--- src/rtl/gb_apu_pkg.sv ---
// Game Boy APU frame sequencer: shared types, constants and the step schedule.
package gb_apu_pkg;

  localparam int FS_STEPS    = 8;
  localparam int FS_PRESCALE = 8192;

  typedef logic [2:0] fs_step_t;

  // Bit n set means step n fires that strobe.
  localparam logic [7:0] FS_LENGTH_MASK   = 8'b0101_0101;
  localparam logic [7:0] FS_SWEEP_MASK    = 8'b0100_0100;
  localparam logic [7:0] FS_ENVELOPE_MASK = 8'b1000_0000;

  typedef struct packed {
    logic length;
    logic sweep;
    logic envelope;
  } fs_strobes_t;

  // Strobes produced when the given step executes.
  function automatic fs_strobes_t fs_schedule(fs_step_t s);
    fs_strobes_t r;
    r.length   = FS_LENGTH_MASK[s];
    r.sweep    = FS_SWEEP_MASK[s];
    r.envelope = FS_ENVELOPE_MASK[s];
    return r;
  endfunction

endpackage

--- src/rtl/gb_apu_fs_tick_gen.sv ---
// Tick source for the frame sequencer.
// Build option GB_APU_FS_DIV_EDGE_EN: defined -> tick on DIV bit falling edge,
// undefined -> tick from an internal free-running prescaler.
module gb_apu_fs_tick_gen #(
  parameter int PRESCALE = 8192
) (
  input  logic clk,
  input  logic reset_n,
  input  logic apu_enable,
  input  logic div_bit,
  output logic tick
);

`ifdef GB_APU_FS_DIV_EDGE_EN

  // History always follows div_bit, so a level already low at enable is not an edge.
  logic div_q;

  // Capture previous div_bit level.
  always_ff @(posedge clk or negedge reset_n) begin
    if (!reset_n) begin
      div_q <= 1'b0;
    end else begin
      div_q <= div_bit;
    end
  end

  assign tick = apu_enable & div_q & ~div_bit;

`else

  localparam int CW = (PRESCALE > 1) ? $clog2(PRESCALE) : 1;
  localparam logic [CW-1:0] CNT_LAST = CW'(PRESCALE - 1);

  logic [CW-1:0] cnt_q;
  logic [CW-1:0] cnt_d;
  logic          at_last;
  logic          unused_div;

  assign unused_div = div_bit;
  assign at_last    = (cnt_q == CNT_LAST);
  assign tick       = apu_enable & at_last;

  // Counter held at zero while powered off, wraps after the last count.
  always_comb begin
    cnt_d = cnt_q + 1'b1;
    if (!apu_enable || at_last) begin
      cnt_d = '0;
    end
  end

  // Prescaler register.
  always_ff @(posedge clk or negedge reset_n) begin
    if (!reset_n) begin
      cnt_q <= '0;
    end else begin
      cnt_q <= cnt_d;
    end
  end

`endif

endmodule

--- src/rtl/gb_apu_frame_sequencer.sv ---
// Game Boy APU 512 Hz frame sequencer: step counter and registered strobes.
// Build option GB_APU_FS_DIV_EDGE_EN selects the DIV-edge tick source
// (default: internal prescaler of PRESCALE clk cycles).
module gb_apu_frame_sequencer
  import gb_apu_pkg::*;
#(
  parameter int PRESCALE = FS_PRESCALE
) (
  input  logic       clk,
  input  logic       reset_n,
  input  logic       apu_enable,
  input  logic       div_bit,
  output logic       clk_length_ctr,
  output logic       clk_sweep,
  output logic       clk_envelope,
  output logic [2:0] step,
  output logic       length_skip
);

  logic        tick;
  fs_step_t    step_q;
  fs_step_t    step_d;
  fs_strobes_t strobes_q;
  fs_strobes_t strobes_d;

  gb_apu_fs_tick_gen #(
    .PRESCALE (PRESCALE)
  ) u_tick_gen (
    .clk        (clk),
    .reset_n    (reset_n),
    .apu_enable (apu_enable),
    .div_bit    (div_bit),
    .tick       (tick)
  );

  // Execute the current step on a tick; power-off overrides any tick.
  always_comb begin
    step_d    = step_q;
    strobes_d = '0;
    if (!apu_enable) begin
      step_d = '0;
    end else if (tick) begin
      strobes_d = fs_schedule(step_q);
      step_d    = (step_q == fs_step_t'(FS_STEPS - 1)) ? '0 : step_q + 1'b1;
    end
  end

  // Step counter and one-cycle strobe registers.
  always_ff @(posedge clk or negedge reset_n) begin
    if (!reset_n) begin
      step_q    <= '0;
      strobes_q <= '0;
    end else begin
      step_q    <= step_d;
      strobes_q <= strobes_d;
    end
  end

  assign step           = step_q;
  assign clk_length_ctr = strobes_q.length;
  assign clk_sweep      = strobes_q.sweep;
  assign clk_envelope   = strobes_q.envelope;
  assign length_skip    = step_q[0];

endmodule

--- config.mk ---
export PLATFORM = sky130hd
export DESIGN_NAME = gb_apu_frame_sequencer
export DESIGN_NICKNAME = d
export VERILOG_FILES = /design/src/rtl/gb_apu_pkg.sv /design/src/rtl/gb_apu_fs_tick_gen.sv /design/src/rtl/gb_apu_frame_sequencer.sv
export SDC_FILE = /design/constraint.sdc
export NUM_CORES = 1
export LEC_CHECK = 0
export BUFFER_PORTS_ARGS = -buffer_cell sky130_fd_sc_hd__clkbuf_2
export CAP_MARGIN = 20
export CORE_MARGIN = 2
export CORE_UTILIZATION = 28
export DETAILED_ROUTE_END_ITERATION = 7
export SETUP_SLACK_MARGIN = 0.5
export SKIP_CTS_REPAIR_TIMING = 1
export SLEW_MARGIN = 25
export SYNTH_ARGS = -nofsm -noshare
export SYNTH_HDL_FRONTEND = slang
export SYNTH_HIERARCHICAL = 1
export SYNTH_SLANG_ARGS = --single-unit
export TNS_END_PERCENT = 20
--- constraint.sdc ---
create_clock -name clk -period 2.2 [get_ports clk]
set_input_delay 0.44 -clock clk [delete_from_list [all_inputs] [get_ports clk]]
set_output_delay 0.44 -clock clk [all_outputs]
set_load 0.05 [all_outputs]
# After elaboration in Yosys (flattened, before gate mapping)
# Memory sizes are Yosys's and may differ from the RTL's.
# Index checks and enable logic that the tools add are counted.
[totals]
reg_bits = 19
romBits = 24
inputBits = 4
output_inout_bits = 7
word_cells = 26
memories = 3
[op_classes]
add_sub_neg = 2
n_lt_le_gt_ge = 1
n_eq_ne = 3
n_mux = 9
n_bitwise = 1
n_reduce_logical = 2
[mem_list]
columns = ["memory", "words", "word_bits", "rd", "rd_ports_with_merged_regs", "write_ports", "line", "rtl"]
rows = [
  ["(name not given)", 8, 1, 1, 0, 0, "gb_apu_pkg.sv:25", "r.envelope = FS_ENVELOPE_MASK[s];"],
  ["(name not given)", 8, 1, 1, 0, 0, "gb_apu_pkg.sv:24", "r.sweep = FS_SWEEP_MASK[s];"],
  ["(name not given)", 8, 1, 1, 0, 0, "gb_apu_pkg.sv:23", "r.length = FS_LENGTH_MASK[s];"],
]
[op_table]
columns = ["cell", "n"]
rows = [
  ["$mux 3", 5],
  ["$add 13x1->13 const B", 1],
  ["$eq 13x13->1 const B", 1],
  ["$mux 13", 1],
  ["$lt 3x4->1 const B", 1],
  ["$add 3x1->3 const B", 1],
  ["$eq 3x3->1 const B", 1],
  ["$mux 1", 3],
  ["$ne 2x1->1 const B", 1],
  ["$and 1x1->1", 1],
  ["$logic_not 1->1", 1],
  ["$logic_or 1x1->1", 1],
]

# Logic depth before layout (Yosys ltp)
# Gate-level depths: netlist (run 1).
[depth]
word_depth = 4
mapped_depth = 5
ltp_nobuf = 5

# Hierarchy
# The synthesis (run 1) kept the hierarchy.
[by_module_without_submodules]
columns = ["mod", "instances", "cells_per_inst", "area_each_um2", "seq_area_each_um2"]
rows = [
  ["gb_apu_fs_tick_gen", 1, 64, 659.4, 325.3],
  ["gb_apu_frame_sequencer", 1, 21, 264.0, 150.1],
]

# Least setup slack after synthesis (run 1)
# Ideal clock, no wire load.
[synth_timing]
kind = "flip-flop to flip-flop"
startpoint = "reg u_tick_gen.cnt_q[0]"
endpoint = "reg step_q[0] (netlist: step[0])"
setup_time_ns = 0.102
arrival_ns = 1.758
t_required_ns = 2.098
setup_slack_ns = 0.340
path_stages_with_launch = 6
n_path_buf = 0
period_less_slack_ns = 1.860
cell_sequence = "dfrtp_1 ha_1 nand3_4 nor4_1 nand2_1 o32ai_1"
[synth_between]
elab_chain_cells = 3
[synth_lines]
columns = ["element", "line", "rtl"]
rows = [
  ["start: declaration", "gb_apu_fs_tick_gen.sv:35", "logic [CW-1:0] cnt_q;"],
  ["start signal: assignment", "gb_apu_fs_tick_gen.sv:57", "cnt_q <= cnt_d;"],
  ["$eq 13x13->1", "gb_apu_fs_tick_gen.sv:41", "assign at_last = (cnt_q == CNT_LAST);"],
  ["$and 1x1->1", "gb_apu_fs_tick_gen.sv:42", "assign tick = apu_enable & at_last;"],
  ["named net tick", "gb_apu_frame_sequencer.sv:20", "logic tick;"],
  ["$ne 2x1->1 (no source line)", "-", ""],
  ["end signal: assignment", "gb_apu_frame_sequencer.sv:54", "step_q <= step_d;"],
  ["end: declaration", "gb_apu_frame_sequencer.sv:21", "fs_step_t step_q;"],
]
# The timed path passes the listed nets, and every way through them passes these cells.
# A chain may end at the register's enable or synchronous reset.

# Final worst setup path (run 1)
# Same ends and word-level chain as after synthesis.

==> results of run 1 <==
-- worst register-to-register path, cell delays in order, from the launching register on --
cell and delay (ns):
dfrtp_1 0.41, ha_1 0.28, nand3_4 0.15, nor4_2 0.27
buf_4 0.19, nand2_1 0.07, o32ai_1 0.22
-- stage by stage --
step	power [uW]	utilization	instances	setup WS, ns	hold WS, ns
6_report	561	0.345	143	0.531	0.0748
5_1_grt	589	0.345	143	0.408	0.0871
4_1_cts	570	0.337	141	0.448	0.0843
3_5_place_dp	392	0.328	137	0.469	0.421
3_3_place_gp	392	0.328	137	0.505	0.419
2_1_floorplan	377	-	85	0.556	0.144
-- report_power, final --
group          leakage [uW]  switching (uW)  internal [uW]
Combinational      0.000218            18.3           10.2
Clock             0.0000177             106           67.7
Sequential         0.000263            5.62            353
Total              0.000499             130            431
-- final cells by class --
class	count	area [um^2]
fillers	342	2030
flip-flops and latches	19	475
multi-input cells	59	425
repair buffers	12	67.6
well taps	44	55.1
clock buffers	3	22.5
inverters	5	18.8
clock inverters	1	5.00
-- synth_stat cells (2+ instances only) --
cell type / instances
dfrtp_1: 19
nand2_1: 8
a21oi_1: 7
nor2_1: 6
inv_1: 5
ha_1: 4
o21ai_0: 4
or3_1: 4
nand3_1: 3
o31ai_1: 3
or4_1: 3
and3_2: 2
mux2i_1: 2
nand4_1: 2
xor2_1: 2
-- state kept, by name (all words and copies together) (netlist names) --
register,count
step,3
clk_length_ctr,1
clk_envelope,1
u_tick_gen/cnt_q,13
clk_sweep,1
-- metal layers --
metal	part of all wire	up-vias
li1	-	338
met1	0.48	326
met2	0.47	7
met3	0.015	4
met4	0.031	0
met5	0	-
-- path summary, 6_finish.rpt --
path,startpoint,to,cells past startpoint
worst max-delay path,u_tick_gen/cnt_q[0]$_DFF_PN0_,step[0]$_DFFE_PN0P_,6
worst min-delay path,reset_n,u_tick_gen/cnt_q[8]$_DFF_PN0_,1
worst max register to register,u_tick_gen/cnt_q[0]$_DFF_PN0_,step[0]$_DFFE_PN0P_,6
worst min register to register,u_tick_gen/cnt_q[0]$_DFF_PN0_,u_tick_gen/cnt_q[0]$_DFF_PN0_,1
max in group asynchronous,reset_n,u_tick_gen/cnt_q[7]$_DFF_PN0_,1
min in group clk,apu_enable,step[1]$_DFFE_PN0P_,2
-- cells in the final DEF (no fill, tap or decap), types with 2 or more instances in the layout --
| master | instances |
|---|---|
| nand3_1 | 3 |
| clkbuf_4 | 3 |
| o31ai_1 | 3 |
| o21ai_0 | 4 |
| or4_1 | 3 |
| or3_1 | 4 |
| mux2i_1 | 2 |
| nand4_1 | 2 |
| nor2_1 | 6 |
| inv_1 | 5 |
| ha_1 | 4 |
| buf_4 | 3 |
| clkbuf_2 | 9 |
| nand2_1 | 8 |
| a21oi_1 | 7 |
| dfrtp_1 | 19 |
| xor2_1 | 2 |
| and3_2 | 2 |
-- kinds of logic (layout without fill, tap and decap cells) --
logic type,Yosys count,after routing,synth area share
muxes,2,2,0.0217
xor gates and xnor gates,3,3,0.0285
AOI/OAI and AO/OA,17,17,0.134
DFF,19,19,0.515
buffers and inverters,7,21,0.0407
and+or+nand+nor,33,33,0.206
adders and majority gates,4,4,0.0542
==> run summary, run 1 <==
Status = complete, no violations
Area contributors post-synth = dfrtp_1 51%, ha_1 5.4%, a21oi_1 3.8%, nand2_1 3.3%, o41ai_4 3.0%
Clock Tree Buf Depth = 2
Area leader, netlist = dfrtp_1
# rows = 20
Met3 GRT Util = 0.0126
Die Area = 0.00377 mm^2
Syn Std Cell Area = 923 um^2
Slew HR = 0.686
Clock Root Buffer = clkbuf_4
DRT Pass-1 Iters = 4
Sequential element share of the synthesized area = 0.515
First-pass GRT wire length = 2.59 mm
Least-Margin Pin Slew = 0.472 ns
Antenna viol nets, final = 0
PD cells = 524 mW/mm^2
YS warnings = 6
Fin area = 0.00107 mm^2
Worst EP required = 2.41 ns
Worst-path cell chain = ha_1 > nand3_4 > nor4_2 > buf_4 > nand2_1 > o32ai_1
CTS buffer count = 3
Share of post-route cells with drive strength above 1 = 0.222
Drt initial violations = 35
Setup CP Type = reg -> reg
CP Launch Type = flip-flop
F_max = 599 MHz
WL final = 1.64 mm
P&R area growth vs syn = 15.9%
Max incr delay on CP = 0.41 ns
Crit-path slowest cell = dfrtp_1
DIE WIDTH = 61.4 um
I/O pin count = 11
Worst Path Buf+Inv = 1
H-Tree Depth = 1
Initial core utilization = 0.298
Worst Path Arrival = 1.88 ns
CP delay by family, top = simple AND/OR/NAND/NOR gates
Worst hold path type = in -> async
Drt drc = 0
GPL Wtd Cong = 0.704
Main synth FF type = dfrtp_1
Clock Latency Late Sink = 0.30 ns
Core box area = 0.00310 mm^2
Antenna diodes = 0
DIE HEIGHT = 61.4 um
Sink Count = 19
GRT Total Usage = 0.0979
Initial antenna violation count = 0
Area share of the largest cell type after synthesis = 0.515
Crit share post-route = 0.759
Met2 usage = 0.147
Distinct cell type count after synthesis = 26
Maximum vdd ir drop = 0.153 mV
CTS tree = done
Port bufs = 9
Total number of vias = 675
Crit. End Element = flip-flop
Met1 Usage GRT = 0.124
Cell Area, Placed = 0.00102 mm^2
Setup_tns = 0 ns
Grt peak-use layer = met2
MaxCap Viol Count = 0
Setup violators final = 0
Vias in the first global route = 605
Worst-case clock skew = 0.00700 ns
RSZ-0062 raised after global routing = true
FFs w/ async S/R, synth = 1.00
Vias per std cell = 4.72
Leakage = 0.000499 uW
Reg clk slew, reported paths = 0.11 ns
Mapped Avg Cell Area = 10.9 um^2
Largest net degree at the start of global routing = 20
Syn Nets = 93
CP Max Fanout = 7
GRT overflow = 0
Final hold viol count = 0
Dpl hpwl = 1.14 mm
Flops & latches, synth = 19
Post-synth EDFFs = 0
Post-synthesis cell count = 85
R2r setup slk = 0.53 ns
Nets@finish = 108
Max Slew Vio Count = 0
Avg WL per Cell = 11.5 um
Min Tclk post-route = 1.67 ns
(Power assumes the default switching activity.)
==> inputs of run 2 (changes only) <==
--- a/config.mk
+++ b/config.mk
@@ -5,6 +5,7 @@
 export SDC_FILE = /design/constraint.sdc
 export NUM_CORES = 1
 export LEC_CHECK = 0
+export ABC_AREA = 1
 export BUFFER_PORTS_ARGS = -buffer_cell sky130_fd_sc_hd__clkbuf_2
 export CAP_MARGIN = 20
 export CORE_MARGIN = 2
==> constraint.sdc (replaced) <==
create_clock -name clk -period 1.55 [get_ports clk]
set_input_delay 0.31 -clock clk [delete_from_list [all_inputs] [get_ports clk]]
set_output_delay 0.31 -clock clk [all_outputs]
set_load 0.05 [all_outputs]
==> run 2 against run 1 <==
Against the previous run:
- clock skew shrank 0.0044 ns
- hold slack gained 0.26 ns
- critical path depth shrank 5
- utilization grew 0.36 points
- flip-flop and latch count is the same
- routed wire length grew 3.2%
- final cell count grew 25%
- sequential power grew 42%
- critical endpoint is now step[0]
==> run summary, run 2 <==
Status = complete, no violations
Commonest non-fill, non-tap cell in the layout = nand2_1
Setup_tns = 0 ns
Worst Path Buf+Inv = 1
DRT Pass-1 Iters = 4
Sink Count = 19
Crit. End Element = output port
Most common cell in the netlist = nand2_1
Vias in the first global route = 744
Hold Path Depth = 3
CP Launch Type = flip-flop
Mapped Avg Cell Area = 8.32 um^2
GRT overflow = 0
Least-Margin Pin Slew = 0.465 ns
Post-synthesis cell count = 117
Max reg flops = 13
Setup violators final = 0
Hold endpoint = clk_length_ctr$_DFF_PN0_
Slew HR = 0.690
Clock Root Buffer = clkbuf_4
YS warnings = 6
Reg clk slew, reported paths = 0.10 ns
Nets@finish = 142
H-Tree Depth = 1
Worst-case clock skew = 0.00260 ns
Leakage = 0.000573 uW
CP delay by family, top = flip-flops
Antenna diodes = 0
First-pass GRT wire length = 3.04 mm
Worst setup path startpoint = step[0]$_DFFE_PN0P_
P&R area growth vs syn = 19.4%
RR Startpoint = u_tick_gen/cnt_q[0]$_DFF_PN0_
CTS buffer count = 3
# rows = 21
Crit share post-route = 0.870
Worst hold path type = in -> reg
Area share of the largest cell type after synthesis = 0.488
Initial core utilization = 0.292
Worst-path cell chain = clkbuf_2
CTS tree = done
Total number of vias = 765
Max incr delay on CP = 0.44 ns
Post-placement cell count = 170
Worst EP required = 1.24 ns
Initial antenna violation count = 0
DIE HEIGHT = 63.0 um
F_max = 742 MHz
Port bufs = 9
Area contributors post-synth = dfrtp_1 49%, nand2_1 11%, nor2_1 8.5%, inv_1 6.2%, ha_1 5.1%
Distinct cell type count after synthesis = 18
Dpl hpwl = 1.28 mm
Cell Count, Final, Fillers Out = 179
Drt initial violations = 11
Top reg by flops = u_tick_gen/cnt_q
GRT Total Usage = 0.0997
Main synth FF type = dfrtp_1
Post-synth EDFFs = 0
Clock Latency Late Sink = 0.29 ns
PD cells = 690 mW/mm^2
GPL Wtd Cong = 0.727
Final hold viol count = 0
Critical path depth in cells = 1
I/O pin count = 11
FFs w/ async S/R, synth = 1.00
Worst Path Arrival = 1.04 ns
Core box area = 0.00334 mm^2
Syn Nets = 125
Total power = 802 uW
WL final = 1.70 mm
Drt drc = 0
MaxCap Viol Count = 0
Crit-path slowest cell = dfrtp_2
Clock Tree Buf Depth = 2
Setup CP Type = reg -> out
Share of post-route cells with drive strength above 1 = 0.248
Commonest cells in the synthesized netlist = 28 x nand2_1, 22 x nor2_1, 19 x dfrtp_1
CP Max Fanout = 7
R2r setup slk = 0.21 ns
RSZ-0062 raised after global routing = true
Vias per std cell = 4.27
Sequential element share of the synthesized area = 0.488
DIE WIDTH = 63.0 um
Avg WL per Cell = 9.47 um
Reg2reg end = step[2]$_DFFE_PN0P_
Reg2reg path depth = 9
Die Area = 0.00396 mm^2
Area leader, netlist = dfrtp_1
Flops & latches, synth = 19
Worst hold slack = 0.336 ns
Antenna viol nets, final = 0
Syn Std Cell Area = 973 um^2
Max Slew Vio Count = 0
Hold wc startpoint = apu_enable
Largest net degree at the start of global routing = 20
Most frequent cells in the layout = 28 x nand2_1, 20 x nor2_1, 17 x dfrtp_1, 14 x inv_1, 9 x clkbuf_2
Min Tclk post-route = 1.35 ns
Maximum vdd ir drop = 0.490 mV
## run 2: final cells by class
class                   count  area, um^2
clock buffers               4        26.3
fillers                   362        2170
inverters                  17        66.3
multi-input cells          79         449
flip-flops and latches     19         478
well taps                  46        57.6
repair buffers             14        85.1
## run 2: cell families after synthesis
family,synth area share
compound gates,0.00771
xor+xnor,0.0630
fa+ha+maj,0.0514
buf+inv,0.0848
flops,0.488
simple gates,0.305
## run 2: how the worst max path moves through the flow
stage and end:
4_1_cts step[2]$_DFFE_PN0P_, 3_5_place_dp step[2]$_DFFE_PN0P_, 5_1_grt step[1]$_DFFE_PN0P_, 6_report step[0], 3_3_place_gp step[2]$_DFFE_PN0P_, 2_1_floorplan step[2]$_DFFE_PN0P_
## run 2: per-stage QoR
stage	worst slack, ns	util	cell area [um^2]
floorplan	0.277	-	995
global placement	0.170	0.323	1080
detailed placement	0.144	0.323	1080
CTS	0.105	0.331	1100
global route	0.0777	0.348	1160
finish	0.202	0.348	1160
## run 2: routing by layer
metal | vias up | track usage | part of all wire
met1 | 362 | 0.110 | 0.43
met3 | 4 | 0.0216 | 0.034
met4 | 0 | 0.0667 | 0.027
li1 | 385 | - | -
met5 | - | 0 | 0
met2 | 14 | 0.170 | 0.51
## run 2: report_power, final
group | switching (uW) | internal (uW)
sequential | 7.03 | 502
clock | 150 | 100
combinational | 28.9 | 15.0
total | 185 | 617
